File: src/rtl/spi_matmul_slave_if.sv
// ---------------------------------------------------------------------------
// spi_matmul_slave_if
// Four-wire SPI bundle between the bridge-side master and the matmul slave.
//   spi_csb : chip select, active low        (master -> slave)
//   spi_sck : SPI clock, idles low           (master -> slave)
//   spi_sdi : MOSI, MSB first                (master -> slave)
//   spi_sdo : MISO, MSB first                (slave  -> master)
// ---------------------------------------------------------------------------
interface spi_matmul_slave_if;
  logic spi_csb;
  logic spi_sck;
  logic spi_sdi;
  logic spi_sdo;

  modport master (output spi_csb, output spi_sck, output spi_sdi, input spi_sdo);
  modport slave  (input  spi_csb, input  spi_sck, input  spi_sdi, output spi_sdo);
endinterface

File: src/rtl/spi_matmul_slave.sv
// ---------------------------------------------------------------------------
// spi_matmul_slave
// SPI slave that receives two 2x2 unsigned 8-bit matrices A and B (8 bytes,
// row-major, A first), computes C = A*B with one multiply-accumulate per clk,
// and shifts C[0..3] back in the same CSB-low frame. SPI pins are async to clk
// and are oversampled through a SYNC_STAGES-deep synchronizer (2 or 3).
//
// Parameters
//   SYNC_STAGES : synchronizer depth on csb/sck/sdi (2 or 3)
//   SATURATE    : 0 = keep low 8 bits of each sum, 1 = clamp sum to 8'hFF
// Ports
//   clk          : system clock
//   resetn       : asynchronous active-low reset
//   spi          : SPI bundle (slave modport)
//   busy         : high from first received bit until frame end
//   result_valid : high while C is held, from end of compute until frame end
//   frame_err    : 1-clk pulse when CSB rises before the frame completes
// ---------------------------------------------------------------------------
module spi_matmul_slave #(
  parameter int SYNC_STAGES = 2,
  parameter bit SATURATE    = 1'b0
) (
  input  logic              clk,
  input  logic              resetn,
  spi_matmul_slave_if.slave spi,
  output logic              busy,
  output logic              result_valid,
  output logic              frame_err
);

  typedef enum logic [2:0] {
    S_IDLE,
    S_RX,
    S_COMPUTE,
    S_TX,
    S_DONE
  } state_t;

  // ------------------------------------------------------------------------
  // Synchronizers and edge detection. csb resets to 1 so that a reset does
  // not look like a frame start.
  // ------------------------------------------------------------------------
  logic [SYNC_STAGES-1:0] r_csb_sync, r_sck_sync, r_sdi_sync;
  logic                   r_csb_d, r_sck_d;
  logic                   w_csb, w_sck, w_sdi;
  logic                   w_csb_fall, w_csb_rise, w_sck_fall;

  // NOTE: sequential state uses non-blocking assignments so every flop
  // samples the pre-edge value of its neighbours, as real flops do.
  always_ff @(posedge clk or negedge resetn) begin
    if (!resetn) begin
      r_csb_sync <= '1;
      r_sck_sync <= '0;
      r_sdi_sync <= '0;
      r_csb_d    <= 1'b1;
      r_sck_d    <= 1'b0;
    end else begin
      r_csb_sync <= {r_csb_sync[SYNC_STAGES-2:0], spi.spi_csb};
      r_sck_sync <= {r_sck_sync[SYNC_STAGES-2:0], spi.spi_sck};
      r_sdi_sync <= {r_sdi_sync[SYNC_STAGES-2:0], spi.spi_sdi};
      r_csb_d    <= w_csb;
      r_sck_d    <= w_sck;
    end
  end

  assign w_csb      = r_csb_sync[SYNC_STAGES-1];
  assign w_sck      = r_sck_sync[SYNC_STAGES-1];
  assign w_sdi      = r_sdi_sync[SYNC_STAGES-1];
  assign w_csb_fall =  r_csb_d & ~w_csb;
  assign w_csb_rise = ~r_csb_d &  w_csb;
  assign w_sck_fall =  r_sck_d & ~w_sck;

  // ------------------------------------------------------------------------
  // Datapath. r_ab[0..3] = A, r_ab[4..7] = B. Compute step s (0..7) works on
  // output k = s[2:1] (row k[1], column k[0]) and inner index j = s[0]:
  //   term = A[2*row + j] * B[2*j + col]
  // Even steps start the sum, odd steps finish it and write C[k].
  // ------------------------------------------------------------------------
  state_t      r_state;
  logic [7:0]  r_ab [8];
  logic [7:0]  r_c  [4];
  logic [7:0]  r_shift;
  logic [2:0]  r_bit_cnt;
  logic [2:0]  r_byte_cnt;
  logic [2:0]  r_step;
  logic [16:0] r_acc;
  logic        r_sdo, r_busy, r_valid, r_frame_err;

  logic [1:0]  w_k;
  logic        w_j;
  logic [7:0]  w_a, w_b, w_rx_byte, w_next_c;
  logic [15:0] w_prod;
  logic [16:0] w_sum;

  assign w_k       = r_step[2:1];
  assign w_j       = r_step[0];
  assign w_a       = r_ab[{1'b0, w_k[1], w_j}];
  assign w_b       = r_ab[{1'b1, w_j, w_k[0]}];
  assign w_prod    = {8'd0, w_a} * {8'd0, w_b};
  assign w_sum     = (w_j ? r_acc : 17'd0) + {1'b0, w_prod};
  assign w_rx_byte = {r_shift[6:0], w_sdi};
  assign w_next_c  = r_c[r_byte_cnt[1:0] + 2'd1];

  function automatic logic [7:0] f_clip(input logic [16:0] sum);
    if (SATURATE && (sum > 17'd255)) return 8'hFF;
    return sum[7:0];
  endfunction

  // ------------------------------------------------------------------------
  // Frame FSM. A detected CSB rise overrides everything, including an SCK
  // fall detected in the same clk.
  // ------------------------------------------------------------------------
  always_ff @(posedge clk or negedge resetn) begin
    if (!resetn) begin
      r_state     <= S_IDLE;
      r_shift     <= '0;
      r_bit_cnt   <= '0;
      r_byte_cnt  <= '0;
      r_step      <= '0;
      r_acc       <= '0;
      r_sdo       <= 1'b0;
      r_busy      <= 1'b0;
      r_valid     <= 1'b0;
      r_frame_err <= 1'b0;
      // NOTE: the operand and result arrays are cleared by reset on purpose,
      // so no value from before a reset can ever reach spi_sdo.
      for (int i = 0; i < 8; i++) r_ab[i] <= '0;
      for (int i = 0; i < 4; i++) r_c[i]  <= '0;
    end else begin
      r_frame_err <= 1'b0;
      if (w_csb_rise) begin
        r_frame_err <= (r_state == S_RX) || (r_state == S_COMPUTE) ||
                       ((r_state == S_TX) && ((r_bit_cnt != 3'd0) || (r_byte_cnt < 3'd4)));
        r_state     <= S_IDLE;
        r_busy      <= 1'b0;
        r_valid     <= 1'b0;
        r_bit_cnt   <= '0;
        r_byte_cnt  <= '0;
        r_sdo       <= 1'b0;
      end else begin
        case (r_state)
          S_IDLE: begin
            r_sdo <= 1'b0;
            if (w_csb_fall) begin
              r_bit_cnt  <= '0;
              r_byte_cnt <= '0;
              r_state    <= S_RX;
            end
          end

          S_RX: if (w_sck_fall) begin
            r_busy  <= 1'b1;
            r_shift <= w_rx_byte;
            if (r_bit_cnt == 3'd7) begin
              r_ab[r_byte_cnt] <= w_rx_byte;
              r_bit_cnt        <= '0;
              r_byte_cnt       <= r_byte_cnt + 3'd1;
              if (r_byte_cnt == 3'd7) begin
                r_step  <= '0;
                r_state <= S_COMPUTE;
              end
            end else begin
              r_bit_cnt <= r_bit_cnt + 3'd1;
            end
          end

          S_COMPUTE: begin
            r_acc  <= w_sum;
            r_step <= r_step + 3'd1;
            if (w_j) r_c[w_k] <= f_clip(w_sum);
            // C[0] was written on step 1, so it is safe to load on the last step.
            if (r_step == 3'd7) begin
              r_shift    <= r_c[0];
              r_sdo      <= r_c[0][7];
              r_valid    <= 1'b1;
              r_bit_cnt  <= '0;
              r_byte_cnt <= '0;
              r_state    <= S_TX;
            end
          end

          S_TX: if (w_sck_fall) begin
            if (r_bit_cnt == 3'd7) begin
              r_bit_cnt <= '0;
              if (r_byte_cnt == 3'd3) begin
                // byte_cnt = 4 marks a completed read-out for the abort check.
                r_byte_cnt <= 3'd4;
                r_sdo      <= 1'b0;
                r_state    <= S_DONE;
              end else begin
                r_byte_cnt <= r_byte_cnt + 3'd1;
                r_shift    <= w_next_c;
                r_sdo      <= w_next_c[7];
              end
            end else begin
              r_shift   <= {r_shift[6:0], 1'b0};
              r_sdo     <= r_shift[6];
              r_bit_cnt <= r_bit_cnt + 3'd1;
            end
          end

          S_DONE: r_sdo <= 1'b0;

          default: r_state <= S_IDLE;
        endcase
      end
    end
  end

  assign spi.spi_sdo  = r_sdo;
  assign busy         = r_busy;
  assign result_valid = r_valid;
  assign frame_err    = r_frame_err;

endmodule

File: src/flat_wrapper.sv
// flat-port wrapper written by rule: the top's interface ports become plain ports
module spi_matmul_slave_flat 
#(
  parameter int SYNC_STAGES = 2,
  parameter bit SATURATE    = 1'b0
)
  (clk, resetn, busy, result_valid, frame_err, spi_spi_csb, spi_spi_sck, spi_spi_sdi, spi_spi_sdo);
  spi_matmul_slave_if spi_i ();
  input  logic clk;
  input  logic resetn;
  output logic busy;
  output logic result_valid;
  output logic frame_err;
  input wire logic [$bits(spi_i.spi_csb)-1:0] spi_spi_csb;
  input wire logic [$bits(spi_i.spi_sck)-1:0] spi_spi_sck;
  input wire logic [$bits(spi_i.spi_sdi)-1:0] spi_spi_sdi;
  output wire logic [$bits(spi_i.spi_sdo)-1:0] spi_spi_sdo;
  assign spi_i.spi_csb = spi_spi_csb;
  assign spi_i.spi_sck = spi_spi_sck;
  assign spi_i.spi_sdi = spi_spi_sdi;
  assign spi_spi_sdo = spi_i.spi_sdo;
  spi_matmul_slave #(.SYNC_STAGES(SYNC_STAGES), .SATURATE(SATURATE)) u_core (.clk(clk), .resetn(resetn), .spi(spi_i), .busy(busy), .result_valid(result_valid), .frame_err(frame_err));
endmodule
File: config.mk
export PLATFORM = sky130hd
export DESIGN_NAME = spi_matmul_slave_flat
export DESIGN_NICKNAME = d
export VERILOG_FILES = /design/src/rtl/spi_matmul_slave_if.sv /design/src/rtl/spi_matmul_slave.sv /design/src/flat_wrapper.sv
export SDC_FILE = /design/constraint.sdc
export NUM_CORES = 1
export LEC_CHECK = 0
export CAP_MARGIN = 15
export CORE_AREA = 2 2 119 121
export DETAILED_ROUTE_END_ITERATION = 10
export DIE_AREA = 0 0 121 123
export PLACE_DENSITY = 0.7
export SLEW_MARGIN = 5
export SYNTH_ARGS = -nofsm -noshare
export SYNTH_HDL_FRONTEND = slang
export SYNTH_SLANG_ARGS = --single-unit
File: constraint.sdc
create_clock -name clk -period 6.6 [get_ports clk]
set_input_delay 1.32 -clock clk [delete_from_list [all_inputs] [get_ports clk]]
set_output_delay 1.32 -clock clk [all_outputs]
set_load 0.02 [all_outputs]
# == Word level (Yosys, flattened, before mapping) ==
# Cells that the tools add are included.
# totals
word_cells,169
ff_bits,144
out_inout_bits,4
# classes
mul,1
n_addsub,5
n_mux,62
n_reduce_logical,30
n_lt_le_gt_ge,8
bitwise,12
n_eq_ne,24
# op_table
op,count
$mux 3,23
$bwmux 64,1
$mux 8,8
$bmux 8 s3,2
$mux 7,5
$bwmux 32,1
$demux 8 s3,1
$pmux 7 s3,1
$add 17x16->17,1
$mux 17,1
$bmux 8 s2,1
$demux 8 s2,1
$mul 8x8->16,1
$ne 3x2->1 const B,5
$pmux 3 s5,1
$eq 3x3->1 const B,4
$ge 4x4->1 const B,3
$mux 1,12
$ne 3x1->1 const B,4
$pmux 3 s4,1
$reduce_bool 2->1,5
$add 3x1->3 const B,3
$eq 3x2->1 const B,3
$pmux 3 s3,1
30 further kinds,53

# == Logic depth before layout (Yosys ltp) ==
# logic_depth
ltp_word,10
ltp_mapped,18

# == Worst setup path before layout ==
# No wires, ideal clock.
# synth_path
kind,register -> register
start,register u_core.r_step[0]
end,register u_core.r_acc[7]
path_stages_with_launch,17
t_required_ps,6475
period_less_slack_ps,5037
setup_time_ps,125
path_slack_ps,1563
arrival_time_ps,4912
n_path_buf,2
path_cell_list,dfrtp_1 > buf_4 > buf_2 > mux4_2 > and2_1 > fa_1 > fa_1 > ha_1 > inv_1 > fa_1 > inv_1 > ha_1 > a21o_1 > a21oi_1 > xnor3_1 > xnor3_1 > mux2_2
# synth_via
elab_chain_len,6
word_cells_on_any_way,11
classes_between,add/sub (1); mul (1); mux (7); bitwise (2)
# synth_lines
item,line,text
"start, declared",spi_matmul_slave.sv:85,logic [2:0] r_step;
"start signal, assigned",spi_matmul_slave.sv:169,r_step <= r_step + 3'd1;
$not 2->4 (not written as such) / $not 3->4 (equally long branches),"spi_matmul_slave.sv:97, spi_matmul_slave.sv:98",
"$bmux 8 s3, on equally long branches","spi_matmul_slave.sv:97, spi_matmul_slave.sv:98",
"$mux 8, on equally long branches (2 in series)","spi_matmul_slave.sv:97, spi_matmul_slave.sv:98",
$mul 8x8->16,spi_matmul_slave.sv:99,"assign w_prod = {8'd0, w_a} * {8'd0, w_b};"
$add 17x16->17 *,spi_matmul_slave.sv:100,"assign w_sum = (w_j ? r_acc : 17'd0) + {1'b0, w_prod};"
"end signal, assigned",spi_matmul_slave.sv:168,r_acc <= w_sum;
"end, declared",spi_matmul_slave.sv:86,logic [16:0] r_acc;
# Mark *: on every way between the ends. The rest lies on a longest branch, timed or not. The select of a mux whose other input is x is not followed.
# A chain may end at the register's enable or synchronous reset.

# == Worst setup path after layout ==
# layout_path
start,register u_core.r_step[1]
end,register u_core.r_c[7] (netlist name)
# layout_via
elab_chain_len,7
word_cells_on_any_way,13
classes_between,add/sub (1); mul (1); order compare (2); mux (6); bitwise (2); reduce/logical (1)
# layout_lines
item,line,text
$not 3->4 (not written as such),spi_matmul_slave.sv:98,"assign w_b = r_ab[{1'b1, w_j, w_k[0]}];"
$bmux 8 s3,spi_matmul_slave.sv:98,
$mux 8 (not written as such) (2 in series),spi_matmul_slave.sv:98,
$mul 8x8->16,spi_matmul_slave.sv:99,
$add 17x16->17,spi_matmul_slave.sv:100,
$bwmux 32 *,spi_matmul_slave.sv:170,if (w_j) r_c[w_k] <= f_clip(w_sum);
"end signal, assigned by index",spi_matmul_slave.sv:170,
"end, declared",spi_matmul_slave.sv:81,logic [7:0] r_c [4];
# Marked as above.

==> summary.md <==
| Metric | Value |
|---|---|
| Status | `finished clean` |
| Synth cell types | `51` |
| Syn Inst Count | `580` |
| First-pass GRT wire length | `24900 um` |
| Htree depth | `4` |
| Site Rows | `43` |
| Total track usage | `0.223` |
| Max-cap violations | `0` |
| Top-level I/O count | `9` |
| Die W | `121 um` |
| CTS Buffer Depth | `2` |
| Antenna violations before repair | `0` |
| Worst-Skew Late Latency | `420 ps` |
| Critical path's slowest cell | `dfrtp_1` |
| DP HPWL | `10500 um` |
| Leading area contributor after synthesis | `dfrtp_1` |
| Post-CTS Setup Inserts | `0` |
| Min Tclk post-route | `5430 ps` |
| Synth Register Bits | `135` |
| Global route overflow | `0` |
| CTS tree | `done` |
| # hold bufs at CTS | `0` |
| F_max | `184 MHz` |
| CP Data Required Time | `6900 ps` |
| Post-synth EDFFs | `0` |
| Worst Slack Setup Final | `1170 ps` |
| Vias per inst | `5.73` |
| Combinational share of power | `0.093` |
| Area contributors post-synth | `dfrtp_1 (45%), mux2_2 (17%), mux4_2 (6.8%), fa_1 (5.0%), ha_1 (4.3%)` |
| Worst path most repeated cell | `fa_1` |
| Drt pass-1 iters | `4` |
| Net Sw Power | `579 uW` |
| Clock Power Share | `0.453` |
| PD cells | `263 nW/um2` |
| Final setup fails | `0` |
| Pre-CTS setup slack | `1130 ps` |
| Initial core utilization | `0.534` |
| Max transition margin | `0.295` |
| Crit path max-delay family | `adder cells` |
| Clock root buffer | `clkbuf_16` |
| Synth top area share | `0.454` |
| Setup CP Type | `flip-flop to flip-flop` |
| DRT iter0 DRCs | `291` |
| Synth Net Count | `628` |
| Pleak | `3.88 nW` |
| Sw Ratio | `0.272` |
| Largest net degree at the start of global routing | `81` |
| WP data arrival | `5730 ps` |
| PortBufs | `8` |
| Area of the mapped netlist | `7270 um2` |
| Clk slew on worst S/H paths | `60 ps` |
| Fillcell total | `1056` |
| Critical path cell sequence | `mux4_1 -> and2_1 -> fa_1 -> fa_1 -> ha_1 -> inv_1 -> fa_1 -> inv_1 -> ha_1 -> a21o_1 -> a21oi_1 -> xnor3_1 -> xnor3_1 -> mux2_2` |
| Synthesized area per cell | `12.5 um2` |
| Fraction of final layout cells sized beyond drive strength 1 | `0.302` |
| Die height | `123 um` |
| Min-Delay Path Class | `flip-flop to flip-flop` |
| Final slew viol count | `0` |
| Vias in the first global route | `4784` |
| RSZ-0062 raised after global routing | `false` |
| Slew @ Worst Pin | `1050 ps` |
| Global placement routability congestion | `0.849` |
| DIE AREA | `14900 um2` |
| Core area | `13600 um2` |
| Synth Warn # | `0` |
| Post-CTS sizing | `0` |
| Crit share post-route | `0.822` |
| CP startpoint kind | `flip-flop` |
| Fin nets | `631` |
| Crit end category | `flip-flop` |
| Part of the power in registers | `0.455` |
| CP peak stage delay | `780 ps` |
| Routed WL | `14900 um` |
| Fin. Hold Viols | `0` |
| Post-route ant nets | `0` |
| Wire per inst | `19.2 um` |
| Vias | `4443` |
| P&R area growth vs syn | `11.2%` |
| Skew final | `6.85 ps` |
| Crit-path max FO | `13` |
| FF+latch area | `3380 um2` |
| Multi-input logic area | `3620 um2` |
| Seq/Total Area, Yosys | `0.465` |
| Async SR Flop Fraction | `1.00` |
| Antenna Cells | `0` |
| Min Hold Slack | `345 ps` |
| Most used flip-flop cell after synthesis | `dfrtp_1` |
| # DRC | `0` |
| CTS Buf Count | `17` |
| WP buf/inv | `2` |
| CTS sink cnt | `135` |
| Cell internal pwr | `1.55 mW` |
| Peak VDD IR | `0.000224 V` |
| Setup TNS | `0 ps` |
cell families (layout without fill, tap and decap cells):
family,count (synthesis),count (layout),share of synthesized area
AOI/OAI and AO/OA,57,57,0.0461
xor gates and xnor gates,15,15,0.0248
adders and majority gates,43,43,0.0925
buffers and inverters,69,85,0.0377
DFF,135,135,0.465
muxes,136,136,0.248
and+or+nand+nor,125,125,0.0860
state kept, by name, summed over array words and instances (netlist names):
name                 flops
u_core.busy              1
u_core.frame_err         1
u_core.r_ab             64
u_core.r_acc             8
u_core.r_bit_cnt         3
u_core.r_byte_cnt        3
u_core.r_c              32
u_core.r_csb_d           1
u_core.r_csb_sync        2
u_core.r_sck_d           1
u_core.r_sck_sync        2
u_core.r_sdi_sync        2
u_core.r_shift           7
u_core.r_state           3
u_core.r_step            3
u_core.result_valid      1
u_core.spi.spi_sdo       1
worst paths after layout:
path                                      startpoint                   end  slack (ps)  cells after the start
worst max-delay path                u_core.r_step[1]         u_core.r_c[7]        1170                     14
worst min-delay path            u_core.r_sdi_sync[0]  u_core.r_sdi_sync[1]         350                      0
worst max register to register      u_core.r_step[1]         u_core.r_c[7]        1170                     14
worst min register to register  u_core.r_sdi_sync[0]  u_core.r_sdi_sync[1]         350                      0
max in group asynchronous                     resetn       u_core.r_ab[28]        4260                      2
min in group asynchronous                     resetn   u_core.r_bit_cnt[2]        1040                      1
metal layers:
| metal | GRT usage | vias up | share of wire |
|---|---|---|---|
| met5 | 0 | - | 0 |
| met1 | 0.291 | 2290 | 0.46 |
| li1 | - | 2043 | - |
| met4 | 0.101 | 0 | 0.028 |
| met3 | 0.0420 | 33 | 0.029 |
| met2 | 0.365 | 77 | 0.49 |
power by group through the flow:
stage | logic, mW | clock network [mW] | registers, mW
2_1_floorplan | 0.200 | 0 | 0.894
6_report | 0.197 | 0.962 | 0.966
3_5_place_dp | 0.198 | 0 | 0.980
5_1_grt | 0.222 | 1.01 | 0.978
3_3_place_gp | 0.193 | 0 | 0.977
4_1_cts | 0.199 | 0.976 | 0.966
layout make-up:
type                       count  share of cell area
inverter                      41              0.0190
tap                          180              0.0278
clock buffer                  17              0.0526
multi-input combinational    376               0.447
sequential                   135               0.418
timing repair buffer          12              0.0133
clock inverter                15              0.0221
cells in the final DEF (no fill, tap or decap), types with 3 or more instances in the layout:
cell / n
mux2_2: 108
xnor3_1: 3
a21o_1: 3
bufinv_16: 3
nand3_1: 6
xnor2_1: 10
nor3_2: 4
and2_1: 14
nor2_1: 23
nand2_1: 52
clkbuf_16: 17
o22ai_1: 7
mux4_2: 22
clkinv_2: 3
nor2b_1: 4
o21ai_0: 21
nand2b_1: 4
nand3b_1: 3
dfrtp_1: 132
a21oi_1: 15
mux2i_1: 4
clkdlybuf4s50_1: 7
dfstp_2: 3
nor3_1: 4
inv_1: 41
buf_4: 5
clkinvlp_4: 6
fa_1: 18
ha_1: 25
metrics by stage:
| stage | util | instances | cell area, um2 | power [mW] |
|---|---|---|---|---|
| 2_1_floorplan | - | 580 | 7270 | 1.09 |
| 3_5_place_dp | 0.550 | 744 | 7490 | 1.18 |
| 6_report | 0.594 | 776 | 8090 | 2.12 |
| 4_1_cts | 0.594 | 776 | 8090 | 2.14 |
| 3_3_place_gp | 0.550 | 744 | 7490 | 1.17 |
| 5_1_grt | 0.594 | 776 | 8090 | 2.21 |
synthesized netlist by cell type (6+ instances only):
master / instances
a21oi_1: 15
and2_1: 14
clkbuf_1: 19
dfrtp_1: 132
fa_1: 18
ha_1: 25
inv_1: 41
mux2_2: 108
mux4_2: 22
nand2_1: 52
nand3_1: 6
nor2_1: 23
o21ai_0: 21
o22ai_1: 7
xnor2_1: 10
Note: power is estimated with default switching activity, not from simulation.
